--- config.mk ---
export PLATFORM = sky130hd
export DESIGN_NAME = adder_result_accumulator
export DESIGN_NICKNAME = d
export VERILOG_FILES = /design/src/rtl/adder_result_accumulator.sv
export SDC_FILE = /design/constraint.sdc
export NUM_CORES = 1
export LEC_CHECK = 0
export CORE_AREA = 2 2 57 59
export CTS_CLUSTER_DIAMETER = 50
export DETAILED_ROUTE_END_ITERATION = 8
export DIE_AREA = 0 0 59 61
export GPL_TIMING_DRIVEN = 0
export PLACE_DENSITY = 0.76
export SLEW_MARGIN = 10
export SYNTH_ARGS = -nofsm -noshare
export SYNTH_HDL_FRONTEND = slang
export SYNTH_SLANG_ARGS = --single-unit
--- constraint.sdc ---
create_clock -name clk -period 2.1 [get_ports clk]
set_input_delay 0.21 -clock clk [delete_from_list [all_inputs] [get_ports clk]]
set_output_delay 0.21 -clock clk [all_outputs]
set_load 0.005 [all_outputs]
--- src/rtl/adder_result_accumulator.sv ---
// -----------------------------------------------------------------------------
// adder_result_accumulator
//
// Downstream consumer of a ripple-carry adder result {carry, sum}. A run is
// started with a one-cycle start pulse that carries the number of results to
// collect. During the run, each accepted {in_carry, in_sum} beat is added into
// a wide accumulator. When the programmed number of beats has been accepted,
// the total is presented on a valid/ready output handshake.
//
// Ports
//   clk          in   1      clock, rising edge
//   rst_n        in   1      asynchronous active-low reset
//   start        in   1      one-cycle pulse that begins a run (sampled only in IDLE)
//   num_samples  in   CNT_W  number of results to accumulate, sampled with start
//   in_valid     in   1      adder result valid
//   in_ready     out  1      a result is accepted this cycle (ACCUM)
//   in_sum       in   IN_W   adder sum
//   in_carry     in   1      adder carry-out
//   out_valid    out  1      run complete; out_* are stable
//   out_ready    in   1      consumer takes the result
//   out_acc      out  ACC_W  accumulated total, modulo 2^ACC_W
//   out_count    out  CNT_W  number of samples accepted in this run
//   out_ovf      out  1      sticky: the accumulator wrapped during this run
//   busy         out  1      high in ACCUM or DONE
// -----------------------------------------------------------------------------
module adder_result_accumulator #(
    parameter int IN_W  = 4,
    parameter int ACC_W = 12,
    parameter int CNT_W = 4
) (
    input  logic             clk,
    input  logic             rst_n,
    input  logic             start,
    input  logic [CNT_W-1:0] num_samples,
    input  logic             in_valid,
    output logic             in_ready,
    input  logic [IN_W-1:0]  in_sum,
    input  logic             in_carry,
    output logic             out_valid,
    input  logic             out_ready,
    output logic [ACC_W-1:0] out_acc,
    output logic [CNT_W-1:0] out_count,
    output logic             out_ovf,
    output logic             busy
);

    typedef enum logic [1:0] {
        ST_IDLE  = 2'd0,
        ST_ACCUM = 2'd1,
        ST_DONE  = 2'd2
    } state_t;

    state_t             state_r;
    state_t             state_s;

    logic [ACC_W-1:0]   acc_r;
    logic [CNT_W-1:0]   count_r;
    logic [CNT_W-1:0]   target_r;
    logic               ovf_r;

    logic               in_ready_r;
    logic               out_valid_r;
    logic               busy_r;

    logic               in_ready_s;
    logic               out_valid_s;
    logic               busy_s;

    logic               beat_s;
    logic               last_beat_s;
    logic [CNT_W-1:0]   count_inc_s;
    logic [ACC_W:0]     addend_s;
    logic [ACC_W:0]     sum_s;

    // Beat acceptance and the widened add; the extra top bit of sum_s is the
    // accumulator carry that feeds the sticky overflow flag.
    always_comb begin
        beat_s      = (state_r == ST_ACCUM) && in_valid;
        count_inc_s = count_r + {{(CNT_W-1){1'b0}}, 1'b1};
        last_beat_s = beat_s && (count_inc_s == target_r);
        addend_s    = {{(ACC_W-IN_W){1'b0}}, in_carry, in_sum};
        sum_s       = {1'b0, acc_r} + addend_s;
    end

    // State register.
    always_ff @(posedge clk or negedge rst_n) begin
        if (!rst_n) begin
            state_r <= ST_IDLE;
        end else begin
            state_r <= state_s;
        end
    end

    // Next-state logic. start only matters in IDLE; a zero-length run goes
    // straight to DONE so the consumer still sees a (zero) result.
    always_comb begin
        state_s = state_r;
        case (state_r)
            ST_IDLE: begin
                if (start) begin
                    if (num_samples != {CNT_W{1'b0}}) begin
                        state_s = ST_ACCUM;
                    end else begin
                        state_s = ST_DONE;
                    end
                end else begin
                    state_s = ST_IDLE;
                end
            end
            ST_ACCUM: begin
                if (last_beat_s) begin
                    state_s = ST_DONE;
                end else begin
                    state_s = ST_ACCUM;
                end
            end
            ST_DONE: begin
                if (out_ready) begin
                    state_s = ST_IDLE;
                end else begin
                    state_s = ST_DONE;
                end
            end
            default: begin
                state_s = ST_IDLE;
            end
        endcase
    end

    // Output decode from the next state, so the registered handshake flags
    // line up exactly with the state they describe.
    always_comb begin
        in_ready_s  = 1'b0;
        out_valid_s = 1'b0;
        busy_s      = 1'b0;
        case (state_s)
            ST_IDLE: begin
                in_ready_s  = 1'b0;
                out_valid_s = 1'b0;
                busy_s      = 1'b0;
            end
            ST_ACCUM: begin
                in_ready_s  = 1'b1;
                out_valid_s = 1'b0;
                busy_s      = 1'b1;
            end
            ST_DONE: begin
                in_ready_s  = 1'b0;
                out_valid_s = 1'b1;
                busy_s      = 1'b1;
            end
            default: begin
                in_ready_s  = 1'b0;
                out_valid_s = 1'b0;
                busy_s      = 1'b0;
            end
        endcase
    end

    // Handshake flag registers.
    always_ff @(posedge clk or negedge rst_n) begin
        if (!rst_n) begin
            in_ready_r  <= 1'b0;
            out_valid_r <= 1'b0;
            busy_r      <= 1'b0;
        end else begin
            in_ready_r  <= in_ready_s;
            out_valid_r <= out_valid_s;
            busy_r      <= busy_s;
        end
    end

    // Accumulator datapath. Results are held in DONE and after returning to
    // IDLE; they are only cleared by the next accepted start.
    always_ff @(posedge clk or negedge rst_n) begin
        if (!rst_n) begin
            acc_r    <= {ACC_W{1'b0}};
            count_r  <= {CNT_W{1'b0}};
            target_r <= {CNT_W{1'b0}};
            ovf_r    <= 1'b0;
        end else begin
            case (state_r)
                ST_IDLE: begin
                    if (start) begin
                        acc_r    <= {ACC_W{1'b0}};
                        count_r  <= {CNT_W{1'b0}};
                        target_r <= num_samples;
                        ovf_r    <= 1'b0;
                    end
                end
                ST_ACCUM: begin
                    if (beat_s) begin
                        acc_r   <= sum_s[ACC_W-1:0];
                        ovf_r   <= ovf_r | sum_s[ACC_W];
                        count_r <= count_inc_s;
                    end
                end
                ST_DONE: begin
                    acc_r <= acc_r;
                end
                default: begin
                    acc_r <= acc_r;
                end
            endcase
        end
    end

    assign in_ready  = in_ready_r;
    assign out_valid = out_valid_r;
    assign busy      = busy_r;
    assign out_acc   = acc_r;
    assign out_count = count_r;
    assign out_ovf   = ovf_r;

endmodule

Yosys cells after proc, flatten, opt, wreduce, memory -nomap -nowiden
Index checks and enable logic that the tools add are counted.
Word-level totals
  register bits after elaboration: 26
Operators by class
  add/sub/neg operators: 2
  equality and inequality tests: 7
  muxes and demuxes: 17
  bitwise operators: 1
  reduce and logical (&&, ||, !) cells: 8
Operators by type and width (number)
  $mux W12: 2
  $pmux W12 S2: 1
  $add A12 B5 Y13: 1
  $mux W2: 4
  $mux W4: 2
  $pmux W4 S2: 1
  $pmux W2 S3: 1
  $mux W1: 5
  $add A4 B1 Y4 const B: 1
  $eq A2 B1 Y1 const B: 2
  $eq A2 B2 Y1 const B: 2
  $eq A4 B4 Y1: 1
  $ne A2 B2 Y1 const B: 2
  $reduce_bool A4 Y1: 1
  $reduce_and A3 Y1: 1
  $logic_and A1 B1 Y1: 2
  $logic_not A2 Y1: 1
  $pmux W1 S2: 1
  $reduce_and A2 Y1: 1
  $reduce_bool A2 Y1: 1
  $reduce_or A2 Y1: 1
  $or A1 B1 Y1: 1

Depth between registers and ports, before layout
Gate-level depths: netlist of run 1.
  depth after elaboration: 8
  depth in mapped cells: 8
  mapped depth without buffers: 8

Least setup slack after synthesis of run 1
OpenSTA, ideal clock, no wires.
  kind: register to register
  from: register state_r[1]
  to: register acc_r[11], in the netlist out_acc[11]
  setup time: 0.078 ns
  arrival: 1.754 ns
  slack: 0.268 ns
  cell stages (with the launch flop): 7
  period minus slack after synthesis: 1.832 ns
  cells stage by stage: dfrtp_1 > or3b_1 > buf_6 > a211oi_4 > nand4_1 > or3_1 > a21oi_1
On the way
  cells in the longest elaborated chain, start to end: 4
  elaborated cells between the ends (all ways): 8
  classes of those cells: eq/ne: 3; mux: 1; reduce/logical: 4
RTL lines
  from (decl): line 53  | state_t state_r;
  from (signal assigned): line 90  | state_r <= state_s;
  $eq A2 B1 Y1: line 78, 182
  $logic_and A1 B1 Y1: line 78  | beat_s = (state_r == ST_ACCUM) && in_valid;
  $ne A2 B2 Y1 (no line)
  $reduce_and A3 Y1 (no line)
  to (signal assigned): line 177  | acc_r <= {ACC_W{1'b0}};
  to (signal assigned): line 185  | acc_r <= {ACC_W{1'b0}};
  to (signal assigned): line 193  | acc_r <= sum_s[ACC_W-1:0];
  to (decl): line 56  | logic [ACC_W-1:0] acc_r;
Parallel ways exist; a longest one is shown, timed or not.
A chain may end at the register's enable or synchronous reset.

Worst setup path in the final report of run 1
Ends and elaborated chain as after synthesis.

==> results_dict.tcl, run 1 <==
set metrics [dict create \
    port_buffers 33 \
    synth_warnings 0 \
    chipWidth_um 59 \
    worstPathRequired_ns 2.35 \
    rrSetupSlack_ns 0.11 \
    wire_per_inst_um 14.0 \
    reg2reg_to "out_acc[11]" \
    hold_path.class "input port to asynchronous set/reset pin" \
    synth-adder-area-share 0.0876 \
    numCtsBuffers 3 \
    rr_worst_depth 6 \
    clkTransAtPathRegs_ns 0.15 \
    path_class "flip-flop to flip-flop" \
    place.gp.congestion 0.738 \
    finalSetupTns_ns 0 \
    syn2layout_area_growth_pct 32.5 \
    finalHoldViolations 0 \
    cts_sinks 26 \
    initialDrtViolationCount 25 \
    crit_start "state_r[1]" \
    diodes 0 \
    crit_slowest_cell "dfrtp_1" \
    setup_slack_ns 0.113 \
    leakage_uw 0.000795 \
    critPathCaptureType "flip-flop" \
    irDropWorstVdd_v 0.000691 \
    met3_usage 0.0256 \
    fillers 263 \
    clock_latency_ns 0.32 \
    gr-usage-met1 0.205 \
    initial_core_util 0.464 \
    grt_overflow 0 \
    setup_viol 0 \
    grt_pass1_wl_um 5090 \
    ant_nets 0 \
    syn-cell-area_um2 1370 \
    finalCriticalPeriod_ns 1.99 \
    core-area_um2 2950 \
    critical_path_arrival_ns 2.23 \
    synth_cell_type_count 37 \
    layout_commonest_cell "clkdlybuf4s50_1" \
    outcome "complete, no violations" \
    drc 0 \
    dpl.hpwl_um 2230 \
    synth_top_family_by_area "compound AO/OA/AOI/OAI gates" \
    grt_max_degree 27 \
    antenna_found_initial 0 \
    fin_skew_ns 0.0101 \
    dieHeight_um 61 \
    drv_cap 0 \
    seq_area_frac_synth 0.474 \
    synth_compound_area_frac 0.176 \
    syn-num-nets 160 \
    cp_cell_sequence "or3b_1 -> buf_6 -> a211oi_4 -> nand4_1 -> or3_1 -> a21oi_1" \
    io_pins 34 \
    start_kind "flip-flop" \
    track_usage 0.186 \
    cp_max_fo 10 \
    viasPerCell 5.51 \
    slowest_delay_ns 0.44 \
    htree_levels 1 \
    dieArea_um2 3600 \
    placedCellCount 203 \
    max_freq_ghz 0.503 \
    maxSlewHeadroom 0.548 \
    p_per_area_nw_per_um2 1190 \
    synth-simple-area-share 0.164 \
    rows 20 \
    synth_xor_area_frac 0.0703 \
    pre_cts_ws_ns -0.244 \
    instances_no_fill 211 \
    grt_pass1_vias 1234 \
    clockRootBuffer "clkbuf_4" \
    routed_wl_um 2960 \
    nets 202 \
    gr-max-usage-layer "met2" \
    final_cell_mix "32 x clkdlybuf4s50_1, 26 x dfrtp_1, 21 x nand2_1" \
    drive_gt1_frac 0.0899 \
    holdWs_ns 0.398 \
    cts.path.max_buffers 2 \
    cts_tree "done" \
    syn_area_per_cell_um2 10.0 \
    ys_ff_latch 26 \
    r2r_start "state_r[1]" \
    final_max_slew_viol_count 0 \
    finalCritPeriodShare 0.946 \
    max_slew.worst_pin.slew_ns 0.676 \
    synthMuxAreaShare 0 \
    dr.pass1.iters 5 \
    met2_usage 0.352 \
    via_count 1163 \
    syn_inst 137 \
]
-- flip-flops by register name, indices dropped and copies added, names as in the netlist --
signal     count
out_count      4
state_r        2
busy           1
in_ready       1
out_ovf        1
out_valid      1
out_acc       12
target_r       4
-- per-layer routing --
layer / share of wire / up-vias / wire [um]
met5: 0 / - / 0
met4: 0.0051 / 0 / 15
met3: 0.051 / 2 / 150
met2: 0.52 / 37 / 1540
met1: 0.42 / 562 / 1260
li1: - / 562 / -
-- area by class of cell --
| class | count | area, um^2 | share of cell area |
|---|---|---|---|
| clock buffers | 4 | 36.3 | 0.0200 |
| flip-flops and latches | 26 | 651 | 0.358 |
| plain buffers | 2 | 15.0 | 0.00826 |
| inverters | 6 | 22.5 | 0.0124 |
| multi-input cells | 103 | 693 | 0.382 |
| well taps | 33 | 41.3 | 0.0227 |
| repair buffers | 37 | 358 | 0.197 |
-- cells in the mapped netlist, drive strengths merged --
cell type   n  area, um^2
buf         1        11.3
dfrtp      26         651
a221o       1        11.3
o21ai      13        65.1
nor2       12        45.0
nor3b       1        7.51
nand2b      1        6.26
or3b        1        8.76
a221oi      1        8.76
a21oi       3        15.0
fa          1        20.0
o31a        1        8.76
or3         1        6.26
xor2        6        52.6
nand3b      1        7.51
nand4       2        12.5
a21o        1        7.51
clkbuf      1        3.75
inv         6        22.5
a211oi      3        35.0
nor4        1        6.26
o41ai       1        8.76
xnor2       5        43.8
nor2b       2        12.5
o22a        1        10.0
ha          8         100
o22ai       1        6.26
nor3        1        5.00
o21a        2        15.0
or4         1        7.51
o2111ai     1        8.76
nand3       3        15.0
nand2      21        78.8
a22o        3        26.3
o211ai      2        15.0
or2         1        6.26
-- cell families after synthesis --
logic type / count (synthesis)
AND/OR/NAND/NOR: 49
flip-flops: 26
buffers and inverters: 8
adder cells (fa/ha/maj): 9
AO/OA/AOI/OAI: 34
XOR/XNOR: 11
-- power by group --
part	total [uW]	switching (uW)	internal (uW)	leakage, uW
Combinational	1100	528	573	0.000438
Sequential	805	138	666	0.000336
Clock	258	153	106	0.0000210
-- timing repair --
action / 4_1_cts / 5_1_grt
buffers inserted: 0 / 3
endpoints found under the hold margin: 0 / 26
gates resized for setup: 1 / 2
setup endpoints to repair: 3 / 7
hold buffers: 0 / 1
pin swaps: 0 / 2
-- worst max path at each step --
stage                             end  slack (ns)  depth (start not counted)
after detailed placement         busy       -0.24                          8
after CTS                        busy       0.007                          7
after global placement           busy       -0.16                          8
after global routing             busy       -0.02                          7
final                     out_acc[11]        0.11                          6
after floorplan           out_acc[11]        0.27                          6
-- per-stage QoR --
stage / util / total power (uW) / instance area, um^2
after CTS: 0.603 / 2130 / 1780
after global routing: 0.615 / 2360 / 1820
after floorplan: - / 1450 / 1370
after detailed placement: 0.590 / 1870 / 1740
final: 0.615 / 2160 / 1820
after global placement: 0.590 / 1830 / 1740
-- critical path: cells and delay by family (launching register included) --
kind / cells / cell delay (ns)
buffers and inverters: 1 / 0.16
DFF: 1 / 0.44
and+or+nand+nor: 3 / 0.89
AOI/OAI and AO/OA: 2 / 0.41
(Power assumes the default switching activity.)
==> inputs of run 2 (changes only) <==
SLEW_MARGIN = 20   (was 10)
==> results_dict.tcl, run 2 (synthesis gave the netlist of run 1 again) <==
set metrics [dict create \
    wire_per_inst_um 14.0 \
    finalCritPeriodShare 0.949 \
    core-area_um2 2950 \
    io_pins 34 \
    final_max_slew_viol_count 0 \
    ant_nets 0 \
    reg2reg_to "out_acc[11]" \
    final_cell_mix "32 x clkdlybuf4s50_1, 26 x dfrtp_1, 21 x nand2_1" \
    antenna_found_initial 0 \
    clkTransAtPathRegs_ns 0.15 \
    track_usage 0.182 \
    finalSetupTns_ns 0 \
    leakage_uw 0.000795 \
    initial_core_util 0.464 \
    clockRootBuffer "clkbuf_4" \
    cp_cell_sequence "or3b_1 -> buf_6 -> a211oi_4 -> nand4_1 -> or3_1 -> a21oi_1" \
    irDropWorstVdd_v 0.000561 \
    routed_wl_um 2950 \
    holdWs_ns 0.384 \
    critical_path_arrival_ns 2.25 \
    maxSlewHeadroom 0.552 \
    layout_commonest_cell "clkdlybuf4s50_1" \
    cts_sinks 26 \
    rows 20 \
    port_buffers 33 \
    rr_worst_depth 6 \
    drv_cap 0 \
    nets 202 \
    rrSetupSlack_ns 0.11 \
    worstPathRequired_ns 2.36 \
    outcome "complete, no violations" \
    dpl_cell_area_um2 1740 \
    path_class "flip-flop to flip-flop" \
    via_count 1165 \
    dr.pass1.iters 4 \
    fin_skew_ns 0.0105 \
    cts.path.max_buffers 2 \
    max_freq_ghz 0.502 \
    cp_max_fo 10 \
    grt_max_degree 27 \
    initialDrtViolationCount 26 \
    finalCriticalPeriod_ns 1.99 \
    pre_cts_ws_ns -0.206 \
    hold_path.class "input port to asynchronous set/reset pin" \
    cp_num_buf_inv 1 \
    viasPerCell 5.52 \
    htree_levels 1 \
    design_area_um2 1820 \
    cts_tree "done" \
    diodes 0 \
    finalHoldViolations 0 \
    setup_slack_ns 0.106 \
    drive_gt1_frac 0.0899 \
    place.gp.congestion 0.738 \
    slowest_delay_ns 0.44 \
    setup_viol 0 \
    largest_reg_flops 12 \
    critPathTopFamily "simple AND/OR/NAND/NOR gates" \
    critPathCaptureType "flip-flop" \
    chipWidth_um 59 \
    crit_slowest_cell "dfrtp_1" \
    clock_latency_ns 0.33 \
    p_per_area_nw_per_um2 1200 \
    numCtsBuffers 3 \
    grt_pass1_wl_um 4970 \
    drc 0 \
    grt_pass1_vias 1212 \
    grt_overflow 0 \
    fin_util 0.615 \
    max_slew.worst_pin.slew_ns 0.669 \
    dieHeight_um 61 \
    dpl.hpwl_um 2200 \
    syn2layout_area_growth_pct 32.5 \
    r2r_start "state_r[1]" \
    start_kind "flip-flop" \
    dieArea_um2 3600 \
]
==> run 2: changes by cell type in the layout (fill, tap and decap cells not counted) <==
cell / change
o21ai_0: -1
o21ai_1: +1
==> run 2: worst register-to-register path, stage by stage (launching register included) <==
cell and delay, ns:
dfrtp_1 0.44, or3b_1 0.39, buf_6 0.16, a211oi_4 0.27
nand4_1 0.18, or3_1 0.33, a21oi_1 0.15
==> run 2: per-stage QoR <==
| stage | total power [uW] | instances |
|---|---|---|
| floorplan | 1450 | 137 |
| global placement | 1830 | 203 |
| detailed placement | 1860 | 203 |
| CTS | 2130 | 208 |
| global route | 2360 | 211 |
| finish | 2170 | 211 |
==> run 2: metal layers <==
| metal | vias up | wire length, um | global-route usage |
|---|---|---|---|
| met5 | - | 0 | 0 |
| met4 | 0 | 37 | 0.0714 |
| met3 | 6 | 128 | 0.0277 |
| met2 | 34 | 1450 | 0.338 |
| met1 | 556 | 1330 | 0.211 |
| li1 | 569 | - | - |
==> run 2: area by class of cell <==
cell class,instances,area [um^2]
buffer,2,15.0
clock buffer,4,36.3
fill,265,1140
inverter,6,22.5
multi-input combinational,103,693
sequential,26,651
tap,33,41.3
timing repair buffer,37,358
==> run 2: what timing repair did <==
item | 4_1_cts | 5_1_grt
hold buffers | 1 | 0
setup endpoints to repair | 3 | 6
cloned | 0 | 0
resized for setup | 1 | 3
pin swaps | 0 | 2
endpoints found under the hold margin | 26 | 0
setup buffers | 0 | 3
==> run 2: where the power goes <==
| group | leakage [uW] | switching, uW | internal, uW |
|---|---|---|---|
| clock | 0.0000210 | 159 | 106 |
| sequential | 0.000336 | 141 | 666 |
| combinational | 0.000438 | 526 | 574 |
==> run 2: worst max path at each step <==
stage                     from          end  slack (ns)  cells past startpoint
finish              state_r[1]  out_acc[11]        0.11                      6
detailed placement    in_valid         busy       -0.21                      8
global route        state_r[1]  out_acc[11]      -0.003                      6
global placement      in_valid         busy       -0.16                      8
CTS                 state_r[1]         busy        0.03                      7
floorplan           state_r[1]  out_acc[11]        0.27                      6
==> inputs of run 3 (changes only) <==
TNS_END_PERCENT = 50   (was not set)
clock period = 2 ns   (was 2.1 ns; I/O delays follow)
==> results_dict.tcl, run 3 (synthesis gave the netlist of run 1 again) <==
set metrics [dict create \
    nets 209 \
    grt_pass1_wl_um 5030 \
    wire_per_inst_um 14.3 \
    dr.pass1.iters 4 \
    rr_worst_depth 6 \
    start_kind "flip-flop" \
    io_pins 34 \
    reg2reg_to "out_acc[11]" \
    grt_max_degree 27 \
    layout_commonest_cell "clkdlybuf4s50_1" \
    clock_latency_ns 0.33 \
    leakage_uw 0.000829 \
    cts.path.max_buffers 2 \
    dpl.hpwl_um 2200 \
    chipWidth_um 59 \
    path_class "flip-flop to flip-flop" \
    sequentialPowerShare 0.361 \
    outcome "complete, no violations" \
    drc 0 \
    finalSetupTns_ns 0 \
    rrSetupSlack_ns 0.06 \
    swShare 0.376 \
    drv_cap 0 \
    htree_levels 1 \
    rsz0062_at_grt "yes" \
    largest_reg_flops 12 \
    critPathCaptureType "flip-flop" \
    irDropWorstVdd_v 0.000605 \
    final_cell_mix "32 x clkdlybuf4s50_1, 26 x dfrtp_1, 21 x nand2_1" \
    fin_util 0.636 \
    finalCritPeriodShare 0.969 \
    p_sw_uw 884 \
    dieHeight_um 61 \
    critical_path_arrival_ns 2.19 \
    slowest_delay_ns 0.43 \
    port_buffers 33 \
    worstPathRequired_ns 2.26 \
    dieArea_um2 3600 \
    finalCriticalPeriod_ns 1.94 \
    max_freq_ghz 0.516 \
    core-area_um2 2950 \
    crit_slowest_cell "dfrtp_1" \
    numCtsBuffers 3 \
    pre_cts_ws_ns -0.296 \
    viasPerCell 5.63 \
    setup_viol 0 \
    internal_power_uw 1470 \
    fillers 259 \
    grt_pass1_vias 1218 \
    p_per_area_nw_per_um2 1250 \
    clockPowerShare 0.115 \
    r2r_start "state_r[1]" \
    rows 20 \
    critPathTopFamily "simple AND/OR/NAND/NOR gates" \
    initialDrtViolationCount 22 \
    via_count 1228 \
    clkTransAtPathRegs_ns 0.15 \
    cp_num_buf_inv 1 \
    cp_cell_sequence "or3b_1 -> buf_6 -> a211oi_4 -> nand4_1 -> or3_1 -> a21oi_2" \
    clockRootBuffer "clkbuf_4" \
    ant_nets 0 \
    track_usage 0.184 \
    grt_overflow 0 \
    place.gp.congestion 0.738 \
    routed_wl_um 3110 \
    multiInputGateArea_um2 702 \
    cts_tree "done" \
    cp_max_fo 5 \
    setup_slack_ns 0.0628 \
    initial_core_util 0.464 \
    regArea_um2 651 \
    maxSlewHeadroom 0.526 \
    syn2layout_area_growth_pct 37.0 \
    hold_path.class "input port to asynchronous set/reset pin" \
    dpl_cell_area_um2 1740 \
    max_slew.worst_pin.slew_ns 0.709 \
    final_max_slew_viol_count 0 \
    finalHoldViolations 0 \
    fin_skew_ns 0.00903 \
    design_area_um2 1880 \
    antenna_found_initial 0 \
    cts_sinks 26 \
    diodes 0 \
    p_comb_frac 0.525 \
    drive_gt1_frac 0.130 \
]
==> run 3: cell count changes in the layout (fill, tap and decap cells not counted), sizes merged <==
| cell | delta |
|---|---|
| buf | +7 |
==> run 3: per-layer routing <==
layer	routed length, um	share of wire	GRT usage	up-vias
li1	-	-	-	583
met1	1330	0.43	0.215	601
met2	1600	0.51	0.341	40
met3	143	0.046	0.0277	4
met4	33	0.011	0.0714	0
met5	0	0	0	-
==> run 3: metrics by stage <==
step                std cells  hold WS [ns]  power (uW)
global placement          203         0.478        1920
global route              218         0.443        2560
finish                    218         0.381        2350
detailed placement        203         0.235        1960
CTS                       208         0.400        2240
floorplan                 137       -0.0956        1520
==> run 3: worst max-delay path by stage <==
| stage | from | end | slack [ns] | cells after the start |
|---|---|---|---|---|
| after floorplan | state_r[1] | out_acc[11] | 0.17 | 6 |
| after global placement | in_valid | busy | -0.25 | 8 |
| after detailed placement | in_valid | busy | -0.30 | 8 |
| after CTS | state_r[1] | out_acc[11] | -0.002 | 6 |
| after global routing | out_acc[0] | out_acc[10] | -0.09 | 8 |
| final | state_r[1] | out_acc[11] | 0.06 | 6 |
==> run 3: layout make-up <==
cell class / instances / area share
plain buffers: 2 / 0.00799
clock buffers: 4 / 0.0193
inverters: 6 / 0.0120
multi-input cells: 103 / 0.374
flip-flops and latches: 26 / 0.346
well taps: 33 / 0.0220
repair buffers: 44 / 0.219
==> run 3: power groups by stage <==
stage                     Combinational (uW)  Clock [uW]  Sequential, uW
after floorplan                          673           0             847
after global placement                  1070           0             853
after detailed placement                1090           0             862
after CTS                               1120         276             851
after global routing                    1380         298             872
final                                   1230         270             847
==> run 3: what timing repair did <==
item | 4_1_cts | 5_1_grt
gates resized for setup | 3 | 3
endpoints found under the setup margin | 5 | 8
endpoints found under the hold margin | 26 | 0
hold buffers | 1 | 0
pin swaps | 3 | 2
buffers inserted | 0 | 10
